===== src/rtl/sys_reset_gen.sv =====
// System reset generator: merges power-on reset, core SYSRESETREQ, lockup
// reset and watchdog reset requests into one stretched, registered HRESET for
// the core/AHB domain, and keeps a sticky, write-1-to-clear record of the
// reset cause in RSTINFO.
//
// state    | meaning
// ---------+-----------------------------------------------------------------
// IDLE     | no reset in progress, HRESET low
// HOLD     | HRESET high, hold counter running down to zero
// WAIT_REL | hold time expired but a request is still asserted; HRESET stays
//          | high until the first edge that sees no request
//
// HOLD_CYCLES is legal from 2 to 2**CNT_W; the counter is loaded with
// HOLD_CYCLES-1 so a single-cycle request gives exactly HOLD_CYCLES cycles
// of HRESET.

module sys_reset_gen #(
  parameter int HOLD_CYCLES = 16,
  parameter int CNT_W       = 8
) (
  input  logic       FCLK,
  input  logic       PORESET,
  input  logic       SYSRESETREQ,
  input  logic       LOCKUPRESET,
  input  logic       WDOGRESREQ,
  input  logic [3:0] RSTINFO_CLR,
  output logic       HRESET,
  output logic       HRESETn,
  output logic       RST_BUSY,
  output logic [3:0] RSTINFO
);

  localparam logic [CNT_W-1:0] CNT_LOAD = CNT_W'(HOLD_CYCLES - 1);
  localparam logic [CNT_W-1:0] CNT_ONE  = CNT_W'(1);

  typedef enum logic [1:0] {
    IDLE     = 2'd0,
    HOLD     = 2'd1,
    WAIT_REL = 2'd2
  } state_t;

  state_t           state;
  state_t           state_nxt;
  logic [CNT_W-1:0] cnt;
  logic [CNT_W-1:0] cnt_nxt;
  logic             hreset_nxt;
  logic [3:0]       rstinfo_nxt;
  logic [3:0]       rstinfo_set;
  logic             req_any;

  // All request sources live in the FCLK domain, so they are used unsynchronised.
  assign req_any = SYSRESETREQ | LOCKUPRESET | WDOGRESREQ;

  // Cause bits: bit0 (por) is only ever set by the PORESET branch below.
  assign rstinfo_set = {WDOGRESREQ, LOCKUPRESET, SYSRESETREQ, 1'b0};

  // Next-state, hold counter and HRESET decode; requests during HOLD do not reload.
  always_comb begin
    state_nxt  = state;
    cnt_nxt    = cnt;
    hreset_nxt = HRESET;
    case (state)
      IDLE: begin
        hreset_nxt = 1'b0;
        if (req_any) begin
          state_nxt  = HOLD;
          cnt_nxt    = CNT_LOAD;
          hreset_nxt = 1'b1;
        end
      end
      HOLD: begin
        hreset_nxt = 1'b1;
        if (cnt == '0) begin
          if (req_any) begin
            state_nxt = WAIT_REL;
          end else begin
            state_nxt  = IDLE;
            hreset_nxt = 1'b0;
          end
        end else begin
          cnt_nxt = cnt - CNT_ONE;
        end
      end
      WAIT_REL: begin
        hreset_nxt = 1'b1;
        if (!req_any) begin
          state_nxt  = IDLE;
          hreset_nxt = 1'b0;
        end
      end
      default: begin
        state_nxt  = IDLE;
        hreset_nxt = 1'b0;
      end
    endcase
  end

  // Sticky cause register: a set in the same cycle beats a clear.
  always_comb begin
    rstinfo_nxt = rstinfo_set | (RSTINFO & ~RSTINFO_CLR);
  end

  // State, counter, HRESET and RSTINFO registers; PORESET restarts a full hold.
  always_ff @(posedge FCLK) begin
    if (PORESET) begin
      state   <= HOLD;
      cnt     <= CNT_LOAD;
      HRESET  <= 1'b1;
      RSTINFO <= 4'b0001;
    end else begin
      state   <= state_nxt;
      cnt     <= cnt_nxt;
      HRESET  <= hreset_nxt;
      RSTINFO <= rstinfo_nxt;
    end
  end

  assign HRESETn  = ~HRESET;
  assign RST_BUSY = (state != IDLE);

endmodule


===== config.mk =====
export PLATFORM = sky130hd
export DESIGN_NAME = sys_reset_gen
export DESIGN_NICKNAME = d
export VERILOG_FILES = /design/src/rtl/sys_reset_gen.sv
export SDC_FILE = /design/constraint.sdc
export NUM_CORES = 1
export LEC_CHECK = 0
export BUFFER_PORTS_ARGS = -buffer_cell sky130_fd_sc_hd__buf_2
export CORE_UTILIZATION = 48
export CTS_BUF_LIST = sky130_fd_sc_hd__clkbuf_4 sky130_fd_sc_hd__clkbuf_8
export CTS_CLUSTER_SIZE = 25
export DETAILED_ROUTE_END_ITERATION = 10
export PLACE_DENSITY = 0.75
export SYNTH_ARGS = -nofsm -noshare
export SYNTH_HDL_FRONTEND = slang
export SYNTH_SLANG_ARGS = --single-unit

===== constraint.sdc =====
create_clock -name FCLK -period 1.7 [get_ports FCLK]
set_input_delay 0.17 -clock FCLK [delete_from_list [all_inputs] [get_ports FCLK]]
set_output_delay 0.17 -clock FCLK [all_outputs]
set_load 0.05 [all_outputs]

[After elaboration in Yosys (flattened, before gate mapping)]
Index checks and enable logic that the tools add are counted.
Cells by class
  add/sub/neg operators: 1
  multiply operators: 0
  reductions and logical operators: 7
  equal/unequal tests: 6
  bitwise gates (word level): 6
  mux-type cells: 11
  order comparisons: 0
  divide/modulo/power cells: 0
  shift operators: 0
Operator list (count)
  2-to-1 mux 8 bit: 2
  one-hot mux 8 bit (2 select lines): 1
  logical NOT 8 bit: 1
  2-to-1 mux 2 bit: 4
  inequality test 2 bit, second input constant: 4
  subtractor 8 x 1 -> 8 bit, second input constant: 1
  one-hot mux 2 bit (3 select lines): 1
  AND reduction 3 bit: 2
  bitwise AND 4 bit: 1
  NOT 4 bit: 1
  OR 4 bit: 1
  nonzero test 2 bit: 2
  equality test 2 x 1 -> 1 bit, second input constant: 1
  equality test 2 bit, second input constant: 1
  logical NOT 2 bit: 1
  2-to-1 mux 1 bit: 2
  OR 1 bit: 2
  one-hot mux 1 bit (2 select lines): 1
  OR reduction 2 bit: 1
  NOT 1 bit: 1
Word-level totals
  bits of input ports: 9
  logic and storage cells: 35
  bits in latches: 0
  output and inout port bits: 7
  ROM bits: 0
  memories kept: 0
  register bits after elaboration: 15
  bits in writable memories: 0

[Depth between registers and ports, before layout]
Gate-level depths: netlist of run 1.
  depth in word-level cells: 5
  gate-level depth with buffers: 6
  depth with buffers taken out: 6

[Worst setup path before layout of run 1]
No wires, ideal clock.
  path type: register to register
  start point: reg cnt[0]
  end point: reg cnt[7]
  arrival: 1.739 ns
  path slack: -0.109 ns
  library setup time: 0.070 ns
  period minus slack after synthesis: 1.809 ns
  data required time: 1.630 ns
  stages on the path, launching flop included: 7
  buffers on the path: 0
  cell sequence: dfxtp_1 > inv_1 > ha_1 > nor3b_1 > a311o_1 > or4_1 > a21boi_1
Between the ends
  cells in the longest elaborated chain, start to end: 3
  elaborated cells on any way between the ends: 6
  those cells by class: 1 x add/sub; 1 x eq/ne; 2 x mux; 2 x reduce/logical
Ends and longest elaborated chain
  start, declared: RTL line 44  | logic [CNT_W-1:0] cnt;
  start signal, assigned: RTL line 112  | cnt <= cnt_nxt;
  subtractor 8 x 1 -> 8 bit / logical NOT 8 bit (equally long branches): RTL line 81, 73
  2-to-1 mux 8 bit / inequality test 2 bit (equally long branches)
  one-hot mux 8 bit (2 select lines) / AND reduction 3 bit (equally long branches)
Several ways; a longest one is shown, not always the timed one. The select of a mux whose other input is x is not followed.
A chain may end at the register's enable or synchronous reset.

[Worst setup path in the final report of run 1]
  start point: reg cnt[1]
  end point: reg cnt[7]
Same word-level chain as after synthesis.

==> results of run 1 <==
==> power by group through the flow <==
| stage | Clock, mW | Sequential (mW) | Combinational (mW) |
|---|---|---|---|
| finish | 0.205 | 0.372 | 0.0954 |
| global route | 0.227 | 0.374 | 0.106 |
| CTS | 0.211 | 0.372 | 0.0963 |
| detailed placement | 0 | 0.379 | 0.0894 |
| global placement | 0 | 0.378 | 0.0863 |
| floorplan | 0 | 0.401 | 0.0333 |
==> registers in the layout (all words and copies together), names as in the netlist <==
name	count
cnt	8
HRESET	1
RSTINFO	4
state	2
==> final timing paths <==
path,from,endpoint,slack [ns],depth (start not counted)
setup reg to reg,cnt[1],cnt[7],0.01,6
hold reg to reg,RSTINFO[0],RSTINFO[0],0.46,1
hold / removal,RSTINFO_CLR[0],RSTINFO[0],0.13,3
setup / recovery,cnt[1],cnt[7],0.01,6
==> area by class of cell <==
type                       instances  area share (%)
tap                               15            2.12
multi-input combinational         56            44.3
clock inverter                     1           0.566
sequential                        15            34.4
timing repair buffer              20            12.7
inverter                           8            3.39
clock buffer                       3            2.55
==> routing by layer <==
metal | up-vias | GRT usage [%] | routed length, um
met5 | - | 0 | 0
met4 | 0 | 7.50 | 15
met3 | 3 | 8.33 | 48
met2 | 8 | 35.9 | 691
met1 | 279 | 25.6 | 678
li1 | 329 | - | -
==> critical path, stage by stage, from the launching register on <==
cell                       delay (ns)
sky130_fd_sc_hd__dfxtp_2         0.34
sky130_fd_sc_hd__inv_2           0.05
sky130_fd_sc_hd__ha_4            0.14
sky130_fd_sc_hd__nor3b_4         0.15
sky130_fd_sc_hd__a311o_1         0.29
sky130_fd_sc_hd__or4_1           0.51
sky130_fd_sc_hd__a21boi_1        0.14
==> stage by stage <==
step / cells / cell area (um^2) / hold slack (ns) / utilization, %
after global placement: 114 / 825 / 0.420 / 61.8
after floorplan: 81 / 704 / 0.287 / -
after detailed placement: 114 / 825 / 0.432 / 61.8
final: 118 / 885 / 0.129 / 66.3
after CTS: 118 / 883 / 0.124 / 66.2
after global routing: 118 / 885 / 0.120 / 66.3
==> cells in the final DEF (no fill, tap or decap), drive strengths merged <==
cell type and n:
a21boi 1, a21o 1, a21oi 7, a311o 1, a311oi 1, and3 2, buf 20, clkbuf 3
clkinv 1, dfxtp 15, ha 2, inv 8, mux2 1, mux2i 2, nand2 5, nand2b 5
nand3 3, nand4b 1, nor2 7, nor3 2, nor3b 1, nor4 2, o21ai 3, o221ai 1
o311ai 1, o31ai 1, or2 1, or3 3, or4 1, xnor2 1
==> what timing repair did <==
item,4_1_cts,5_1_grt
setup endpoints to repair,6,3
pin swaps,1,0
resized for setup,9,1
==> cells by family (layout without fill, tap and decap cells) <==
logic type | after synthesis | in the layout | share of synthesized area [%]
XOR/XNOR | 1 | 1 | 1.25
flip-flops | 15 | 15 | 42.7
buffers and inverters | 10 | 32 | 5.87
AO/OA/AOI/OAI | 17 | 17 | 15.5
multiplexers | 3 | 3 | 4.45
adder cells (fa/ha/maj) | 2 | 2 | 3.56
AND/OR/NAND/NOR | 33 | 33 | 26.7
==> results by group, run 1 <==
Finish
  • Area used by multi-input combinational logic: around 390 um^2
  • Nets@finish: approximately 120
  • Total of fill cells in the finished design: between 100 and 150
  • Layout-stage area growth over the synthesis result: 25.8%
  • FF/Latch Area: 304 um^2
  • Antenna fix cells: 0
  • Share of post-route cells with drive strength above 1: 35.9%

Timing
  • FMAX: approximately 590 MHz
  • Slew at the pin closest to its max-slew limit: 0.528 ns
  • Setup ws final: 0.0136 ns
  • Final Slew Violations: 0
  • Post-route clock skew: 0.00489 ns
  • Total negative setup slack: 0 ns
  • Relative slew slack: 64.5%
  • Setup-failing EPs final: 0
  • Min Clock Period, post-route: 1.69 ns
  • Unrepaired setup endpoints after global routing: true
  • Final period util: 99.2%
  • Number of endpoints with negative hold slack in the final report: 0

Power
  • Overall Power: 0.672 mW
  • Proportion of power drawn by the clock network: 30.5%
  • Internal Power: 0.491 mW
  • Switching portion of total power: 27.0%
  • Static leakage: 0.404 nW
  • Combinational cell fraction of total power: between 10% and 20%
  • Maximum VDD drop: 0.555 mV
  • Sequential group share of total power: 55.3%
  • Net switching power: about 0.18 mW
  • Total power divided by cell area: 760 mW/mm^2

Route
  • Violation count after the first detailed-routing iteration: 8
  • Total DRC errors in the routed layout: 0
  • Antenna-violating nets left: 0
  • Ratio of routed vias to standard cells: between 5 and 6
  • Wire per inst: 12.1 um
  • DR pass1 iterations: 5
  • Drt total wl: 1.43 mm
  • Number of vias in the routed layout: 619

Logic synthesis
  • Number of distinct library cells after synthesis: 32
  • Async set-reset flop share out of synthesis: 0%
  • Area of the mapped netlist: 703 um^2
  • Post-Syn Instances: 81
  • Number of warnings reported in the yosys synthesis log: 0
  • Number of synthesized register bits: 15
  • Ranking of synthesized cells by area: sky130_fd_sc_hd__dfxtp_1 (43%), sky130_fd_sc_hd__a21oi_1 (5.0%), sky130_fd_sc_hd__nand2b_1 (4.4%)
  • Number of flops mapped to enable cells by yosys: 0
  • Post-synthesis net count: around 90
  • Per-instance average area after synthesis: 8.68 um^2
  • Most frequent cells after synthesis: sky130_fd_sc_hd__dfxtp_1 (15), sky130_fd_sc_hd__inv_1 (8), sky130_fd_sc_hd__a21oi_1 (7), sky130_fd_sc_hd__nor2_1 (7)
  • Most used standard cell by instance count after synthesis: sky130_fd_sc_hd__dfxtp_1
  • Main flop type after synthesis: sky130_fd_sc_hd__dfxtp_1
  • Share of the yosys chip area belonging to registers: 42.7%
  • Largest area contributor in the synthesized netlist: sky130_fd_sc_hd__dfxtp_1
  • Fraction of post-synthesis cell area in the top cell type by area: 42.7%

Worst setup path
  • WS Path Type: reg -> reg
  • CP startpoint kind: flip-flop
  • WP data required: 1.93 ns
  • Arrival time at the worst endpoint: 1.91 ns
  • Critical Path Sink Type: flip-flop
  • Worst-path maximum fanout: 4

Floorplanning
  • Die X: about 40 um
  • Total die area: 0.00162 mm^2
  • Top-level port count: 16
  • Area of the core: 0.00133 mm^2
  • Starting density of the core: 52.7%
  • Height of the chip: 40.3 um
  • FP Rows: 13

Placed design
  • Half-perimeter wire length of the detailed placement result: between 1 and 1.5 mm
  • Final RePlAce weighted congestion: about 0.72
  • Worst setup timing slack at the placement stage: -0.151 ns
  • Count of input and output buffers: 15

Job
  • Max capacitance violation total: 0

CTS
  • Clock network latency to the later pin of the worst-skew pair: 0.29 ns
  • Clock edge transition at the registers on the reported setup and hold paths: ~0.090 ns
  • Buffers inserted during post-CTS setup optimization: 0
  • Cts hold-fix bufs: 0
  • Clock Path Buffers: 2
  • Root Buffer Master: sky130_fd_sc_hd__clkbuf_4
  • Number of sinks handled by clock tree synthesis: 15
  • Clock tree from TritonCTS: built
  • Number of H-tree levels: 1
  • Clock buffers created by TritonCTS: 3

Min path
  • Type of the tightest min-delay check: in -> reg

Global routing
  • Global-route wire length before repair: 2.26 mm
  • Initial antenna violation count: 0
  • All-Layer GR Usage: 21.7%
  • Largest net degree at the start of global routing: 12
  • Gr ovfl total: 0
  • Vias in the first global route: 527

Run status
  • Result of the run: finished, final reports clean
Note: power is estimated with default switching activity, not from simulation.
==> run 2, diff against run 1 <==
- BUFFER_PORTS_ARGS: -buffer_cell sky130_fd_sc_hd__buf_2 -> unset
- CORE_AREA: unset -> 2 2 39 41
- CORE_UTILIZATION: 48 -> unset
- DIE_AREA: unset -> 0 0 41 43
- DONT_BUFFER_PORTS: unset -> 1
- PLACE_DENSITY: 0.75 -> 0.71
- RECOVER_POWER: unset -> 50
==> run 2 against run 1 <==
Net effect:
- first-iteration DRC count grew 63%
- sequential share of layout area grew 0.84 points
- sequential power grew 6.5%
- global-route usage shrank 2.0 points
- register-to-register slack is essentially flat
- sequential cell count is the same
- maximum frequency grew 0.69%
- utilization shrank 3.7 points
- hold slack lost 0.13 ns
- via count grew 2.1%
- routed wire length grew 3.1%
- largest cell class unchanged
- largest power group unchanged
==> results by group, run 2 (synthesis results as in run 1) <==
Run status
  • Result of the run: finished, final reports clean

Global routing
  • Initial antenna violation count: 0 (unchanged)
  • Gr ovfl total: 0 (unchanged)
  • Global-route wire length before repair: 2.37 mm (+4.9%)
  • Largest net degree at the start of global routing: 12 (unchanged)
  • All-Layer GR Usage: 19.7% (-2.0 points)
  • Vias in the first global route: 598 (+13%)

Timing
  • Final period util: 98.5% (-0.68 points)
  • Post-route clock skew: 0.00381 ns (-0.00108 ns)
  • Final Slew Violations: 0 (unchanged)
  • Min Clock Period, post-route: 1.67 ns (-0.0116 ns)
  • Setup-failing EPs final: 0 (unchanged)
  • Number of endpoints with negative hold slack in the final report: 0 (unchanged)
  • Unrepaired setup endpoints after global routing: true
  • FMAX: 597 MHz (+0.69%)
  • Setup ws final: 0.0253 ns (+0.0116 ns)
  • Slew at the pin closest to its max-slew limit: 0.588 ns (+0.0601 ns)
  • Relative slew slack: 60.9% (-3.5 points)
  • Worst hold margin: 0.000720 ns (-0.128 ns)

Worst setup path
  • Worst-path cell with the longest stage delay: sky130_fd_sc_hd__or4_1
  • Critical-path cell list: or3_4, or3_1, or4_1, a21boi_1
  • Arrival time at the worst endpoint: 1.91 ns (about the same)
  • Startpoint of the most critical register-to-register path: cnt[2]
  • WP data required: 1.93 ns (about the same)
  • CP startpoint kind: flip-flop
  • Worst reg-to-reg setup slack: 0.03 ns (about the same)
  • Number of cells traversed by the worst register-to-register path: 4 (-2)
  • Worst-path maximum fanout: 4 (unchanged)
  • Reg-to-reg critical path endpoint: cnt[7]
  • Origin of the worst setup path: cnt[2]
  • Critical Path Sink Type: flip-flop
  • Critical Path Max Stage Delay: 0.41 ns (-0.10 ns)
  • WS Path Type: reg -> reg

CTS
  • Root Buffer Master: sky130_fd_sc_hd__clkbuf_4
  • Clock tree from TritonCTS: built
  • Clock network latency to the later pin of the worst-skew pair: 0.29 ns (about the same)
  • Clock Path Buffers: 2 (unchanged)
  • Number of H-tree levels: 1 (unchanged)
  • Number of sinks handled by clock tree synthesis: 15 (unchanged)
  • Buffers inserted during post-CTS setup optimization: 0 (unchanged)
  • Clock buffers created by TritonCTS: 3 (unchanged)
  • Clock edge transition at the registers on the reported setup and hold paths: 0.09 ns (about the same)

Finish
  • Antenna fix cells: 0 (unchanged)
  • Total of fill cells in the finished design: 119 (+9.2%)
  • Largest registers ranked by flip-flop count: cnt x8, RSTINFO x4, state x2
  • Largest register by flop count: cnt
  • Share of post-route cells with drive strength above 1: 27.7% (-8.3 points)
  • Most common cell after layout, fill and taps aside: sky130_fd_sc_hd__dfxtp_1
  • Max FFs per register: 8 (unchanged)
  • Nets@finish: 106 (-7.8%)
  • Leading cell types in the layout, fill and taps excluded: sky130_fd_sc_hd__dfxtp_1 (11), sky130_fd_sc_hd__buf_4 (8), sky130_fd_sc_hd__nor2_1 (7), sky130_fd_sc_hd__a21oi_1 (7), sky130_fd_sc_hd__inv_1 (6)
  • Layout-stage area growth over the synthesis result: 23.3%

Placed design
  • Count of input and output buffers: 0 (-15)
  • Half-perimeter wire length of the detailed placement result: 984 um (-10%)
  • Worst setup timing slack at the placement stage: -0.0914 ns (+0.0593 ns)
  • Final RePlAce weighted congestion: 0.837 (+16%)

Route
  • Wire per inst: 13.4 um (+11%)
  • Antenna-violating nets left: 0 (unchanged)
  • Violation count after the first detailed-routing iteration: 13 (+5)
  • Ratio of routed vias to standard cells: 5.75 (+9.5%)
  • DR pass1 iterations: 4 (-1)
  • Drt total wl: 1.48 mm (+3.1%)
  • Number of vias in the routed layout: 632 (+2.1%)
  • Total DRC errors in the routed layout: 0 (unchanged)

Min path
  • Type of the tightest min-delay check: in -> reg
  • Count of cells along the worst hold path: 2 (-1)
  • Hold Startpoint: LOCKUPRESET
  • Endpoint, Worst Hold: RSTINFO[2]

Floorplanning
  • Die X: 41 um (+1.8%)
  • Total die area: 0.00176 mm^2 (+8.7%)
  • Starting density of the core: 50.8% (-1.9 points)
  • Area of the core: 0.00138 mm^2 (+3.8%)
  • FP Rows: 14 (+1)
  • Top-level port count: 16 (unchanged)
  • Height of the chip: 43 um (+6.8%)

Job
  • Max capacitance violation total: 0 (unchanged)

Power
  • Total power divided by cell area: 772 mW/mm^2 (+1.6%)
  • Maximum VDD drop: 0.591 mV (+6.4%)
  • Static leakage: 0.370 nW (-8.4%)
[run 2: cell count changes in the layout (fill, tap and decap cells not counted), sizes merged]
cell         delta
dlygate4sd3     +2
clkbuf          +1
buf            -12
[run 2: through the flow]
stage	cells	power, mW	area (um^2)	setup TNS, ns	util [%]
4_1_cts	110	0.668	858	0	62.0
3_5_place_dp	104	0.453	781	-0.336	56.4
6_report	110	0.670	867	0	62.7
2_1_floorplan	81	0.434	704	0	-
3_3_place_gp	104	0.451	781	-0.138	56.4
5_1_grt	110	0.696	867	-0.0225	62.7
[run 2: final cells by class]
| type | instances | area [um^2] | share of cell area (%) |
|---|---|---|---|
| timing repair buffer | 11 | 83.8 | 9.67 |
| tap | 16 | 20.0 | 2.31 |
| clock buffer | 3 | 22.5 | 2.60 |
| sequential | 15 | 305 | 35.2 |
| multi-input combinational | 56 | 400 | 46.2 |
| inverter | 8 | 30.0 | 3.46 |
| clock inverter | 1 | 5.00 | 0.577 |
[run 2: critical path, delay by kind of cell (launching register included)]
kind	cells	cell delay [ns]
AO/OA/AOI/OAI	1	0.12
AND/OR/NAND/NOR	3	1.14
flip-flops	1	0.36
[run 2: per-layer routing]
metal	vias to the layer above	GRT usage, %	part of all wire [%]	routed length (um)
li1	308	-	-	-
met1	296	23.8	42	617
met2	22	31.6	51	753
met3	6	3.66	4.9	72
met4	0	10.0	2.4	36
met5	-	0	0	0
[run 2: worst max path at each step]
stage	cells after the start	endpoint	slack, ns
2_1_floorplan	6	cnt[7]	0.003
3_3_place_gp	6	cnt[6]	-0.04
3_5_place_dp	6	cnt[2]	-0.09
4_1_cts	6	cnt[7]	0.0009
5_1_grt	6	cnt[7]	-0.02
6_report	4	cnt[7]	0.03
[run 2: power by group]
group          switching, mW  internal [mW]  total, mW
logic                 0.0294         0.0343     0.0637
clock network          0.122         0.0876      0.209
registers             0.0315          0.365      0.396
[run 2: repair_timing]
action	CTS	global route
setup endpoints to repair	6	3
hold endpoints to repair	7	0
pin swaps	0	2
hold buffers	2	0
resized for setup	6	6
==> run 3, diff against run 2 <==
- CORE_AREA: 2 2 39 41 -> unset
- CORE_UTILIZATION: unset -> 52
- CTS_BUF_LIST: sky130_fd_sc_hd__clkbuf_4 sky130_fd_sc_hd__clkbuf_8 -> unset
- DIE_AREA: 0 0 41 43 -> unset
- PLACE_DENSITY: 0.71 -> 0.7
- clock period: 1.7 -> 1.5 ns (I/O delays scaled with it)
==> run 3 against run 2 <==
Net effect:
- count of clock-buffer cells in the layout did not move
- routed wire length rose by 22%
- clock power rose by 12%
- non-clock buffer count rose by 13
- die area fell by 15%
- sequential share of layout area fell by 4.7 points
- the flow now finishes with violations (negative setup slack)
- total power rose by 16%
- critical path type unchanged
- sequential power rose by 8.6%
- largest cell class unchanged
- register-to-register slack got worse by 0.23 ns
==> results by group, run 3 (synthesis results as in run 1) <==
Run status
  • Result of the run: finished with violations
  • Violated checks: negative setup slack

Placed design
  • Count of input and output buffers: 0 (unchanged)
  • Post-place instance area: 851 um^2 (+9.0%)
  • Half-perimeter wire length of the detailed placement result: 1.17 mm (+19%)
  • Cell Count Post-Placement: 111 (+6.7%)
  • Final RePlAce weighted congestion: 0.783 (-6.4%)

Worst setup path
  • Critical-path cell list: or3_4, or3_1, or4_1, a21boi_1
  • Critical Path Sink Type: flip-flop
  • CP startpoint kind: flip-flop
  • Critical Path Max Stage Delay: 0.42 ns (about the same)
  • WP data required: 1.72 ns (-0.21 ns)
  • Worst-path cell with the longest stage delay: sky130_fd_sc_hd__or4_1
  • Worst-path maximum fanout: 3 (-1)
  • WS Path Type: reg -> reg
  • Arrival time at the worst endpoint: 1.93 ns (+0.02 ns)

Floorplanning
  • Area of the core: 0.00119 mm^2 (-14%)
  • Total die area: 0.00150 mm^2 (-15%)
  • Height of the chip: 38.8 um (-9.8%)
  • Top-level port count: 16 (unchanged)
  • FP Rows: 12 (-2)
  • Die X: 38.8 um (-5.4%)
  • Starting density of the core: 59.3% (+8.5 points)

Timing
  • Post-route clock skew: 0.00202 ns (-0.00178 ns)
  • Relative slew slack: 57.6% (-3.4 points)
  • Slew at the pin closest to its max-slew limit: 0.636 ns (+0.0477 ns)
  • Setup ws final: -0.209 ns (-0.234 ns)
  • Final Slew Violations: 0 (unchanged)
  • Number of endpoints with negative hold slack in the final report: 0 (unchanged)
  • Unrepaired setup endpoints after global routing: true
  • Worst hold margin: 0.0112 ns (+0.0104 ns)
  • Min Clock Period, post-route: 1.71 ns (+0.0343 ns)
  • FMAX: 585 MHz (-2.0%)
  • Setup-failing EPs final: 6 (+6)
  • Final period util: 114% (+15 points)

Route
  • Ratio of routed vias to standard cells: 5.74 (-0.17%)
  • Wire per inst: 14.9 um (+11%)
  • Routed length on met1: 802 um (+30%)
  • Drt total wl: 1.80 mm (+22%)
  • Top routing layer used: met4
  • Total length of routed met2 wires: 884 um (+17%)
  • Violation count after the first detailed-routing iteration: 12 (-1)
  • DR pass1 iterations: 4 (unchanged)
  • WL met3: 59 um (-18%)
  • Antenna-violating nets left: 0 (unchanged)
  • Number of vias in the routed layout: 694 (+9.8%)
  • Total DRC errors in the routed layout: 0 (unchanged)

Finish
  • Most common cell after layout, fill and taps aside: sky130_fd_sc_hd__buf_4
  • Cell area after layout: 996 um^2 (+15%)
  • Layout-stage area growth over the synthesis result: 41.6%
  • Leading cell types in the layout, fill and taps excluded: sky130_fd_sc_hd__buf_4 (18), sky130_fd_sc_hd__dfxtp_1 (12), sky130_fd_sc_hd__nor2_1 (7), sky130_fd_sc_hd__inv_1 (6), sky130_fd_sc_hd__a21oi_1 (6)
  • Max FFs per register: 8 (unchanged)
  • Largest register by flop count: cnt
  • Fin cells: 121 (+10%)
  • Antenna fix cells: 0 (unchanged)
  • Total of fill cells in the finished design: 74 (-38%)
  • Largest registers ranked by flip-flop count: cnt x8, RSTINFO x4, state x2
  • Share of post-route cells with drive strength above 1: 39.3% (+12 points)
  • Nets@finish: 119 (+12%)

CTS
  • Root Buffer Master: sky130_fd_sc_hd__clkbuf_4
  • Clock Path Buffers: 2 (unchanged)
  • Number of H-tree levels: 1 (unchanged)
  • Clock network latency to the later pin of the worst-skew pair: 0.29 ns (about the same)
  • Clock tree from TritonCTS: built
  • Number of sinks handled by clock tree synthesis: 15 (unchanged)
  • Clock buffers created by TritonCTS: 3 (unchanged)
  • Clock edge transition at the registers on the reported setup and hold paths: 0.09 ns (about the same)

Job
  • Max capacitance violation total: 0 (unchanged)

Power
  • Internal Power: 0.562 mW (+15%)
  • Switching portion of total power: 27.5% (+0.17 points)
  • Static leakage: 0.424 nW (+15%)
  • Total power divided by cell area: 778 mW/mm^2 (+0.76%)
  • Net switching power: 0.213 mW (+16%)
  • Proportion of power drawn by the clock network: 30.3% (-1.0 points)
  • Sequential group share of total power: 55.4% (-3.8 points)
  • Combinational cell fraction of total power: 14.2% (+4.7 points)
  • Maximum VDD drop: 0.674 mV (+14%)
  • Overall Power: 0.775 mW (+16%)

Global routing
  • Initial antenna violation count: 0 (unchanged)
  • Largest net degree at the start of global routing: 12 (unchanged)
  • Gr ovfl total: 0 (unchanged)
  • All-Layer GR Usage: 29.2% (+9.4 points)
  • Global-route wire length before repair: 2.88 mm (+21%)
  • Vias in the first global route: 628 (+5.0%)

Min path
  • Type of the tightest min-delay check: in -> reg
==> run 3: cell count changes in the layout (fill, tap and decap cells not counted), sizes merged <==
| cell | change |
|---|---|
| buf | +10 |
| clkbuf | +2 |
| dlygate4sd3 | +1 |
==> run 3: final timing paths <==
path                  startpoint          to  slack, ns  cells past startpoint
setup reg to reg          cnt[2]      cnt[7]      -0.21                      4
setup / recovery          cnt[2]      cnt[7]      -0.21                      4
hold reg to reg       RSTINFO[1]  RSTINFO[1]       0.53                      2
hold / removal    RSTINFO_CLR[0]  RSTINFO[0]       0.01                      2
==> run 3: per-layer routing <==
| metal | GRT usage (%) | vias up |
|---|---|---|
| met5 | 0 | - |
| met4 | 14.7 | 0 |
| met3 | 5.20 | 8 |
| met2 | 47.9 | 22 |
| met1 | 35.9 | 323 |
| li1 | - | 341 |
==> run 3: layout make-up <==
| class | instances | area, um^2 | share of cell area (%) |
|---|---|---|---|
| Inverter | 8 | 30.0 | 3.02 |
| Timing Repair Buffer | 24 | 176 | 17.7 |
| Clock inverter | 1 | 5.00 | 0.503 |
| Sequential cell | 15 | 304 | 30.5 |
| Tap cell | 14 | 17.5 | 1.76 |
| Clock buffer | 3 | 22.5 | 2.26 |
| Multi-Input combinational cell | 56 | 440 | 44.2 |
==> run 3: metrics by stage <==
| stage | setup WS (ns) | TNS (ns) | util (%) |
|---|---|---|---|
| floorplan | -0.180 | -0.787 | - |
| global placement | -0.142 | -0.622 | 71.7 |
| finish | -0.209 | -0.614 | 84.0 |
| detailed placement | -0.164 | -0.800 | 71.7 |
| CTS | -0.148 | -0.240 | 81.2 |
| global route | -0.264 | -1.03 | 84.0 |
==> run 3: power groups by stage <==
stage | combinational (mW) | sequential, mW | clock, mW
2_1_floorplan | 0.0381 | 0.455 | 0
3_3_place_gp | 0.0846 | 0.435 | 0
3_5_place_dp | 0.0867 | 0.436 | 0
4_1_cts | 0.0999 | 0.429 | 0.239
5_1_grt | 0.119 | 0.431 | 0.252
6_report | 0.110 | 0.430 | 0.235
==> run 3: critical path: cells and delay by family (launching register included) <==
family	cells	cell delay, ns
and+or+nand+nor	3	1.14
DFF	1	0.36
AOI/OAI and AO/OA	1	0.14
==> run 3: timing repair <==
item	CTS	global route
pin swaps	3	2
endpoints found under the setup margin	8	10
setup buffers	4	1
resized for setup	10	10
hold buffers	3	0
endpoints found under the hold margin	7	0
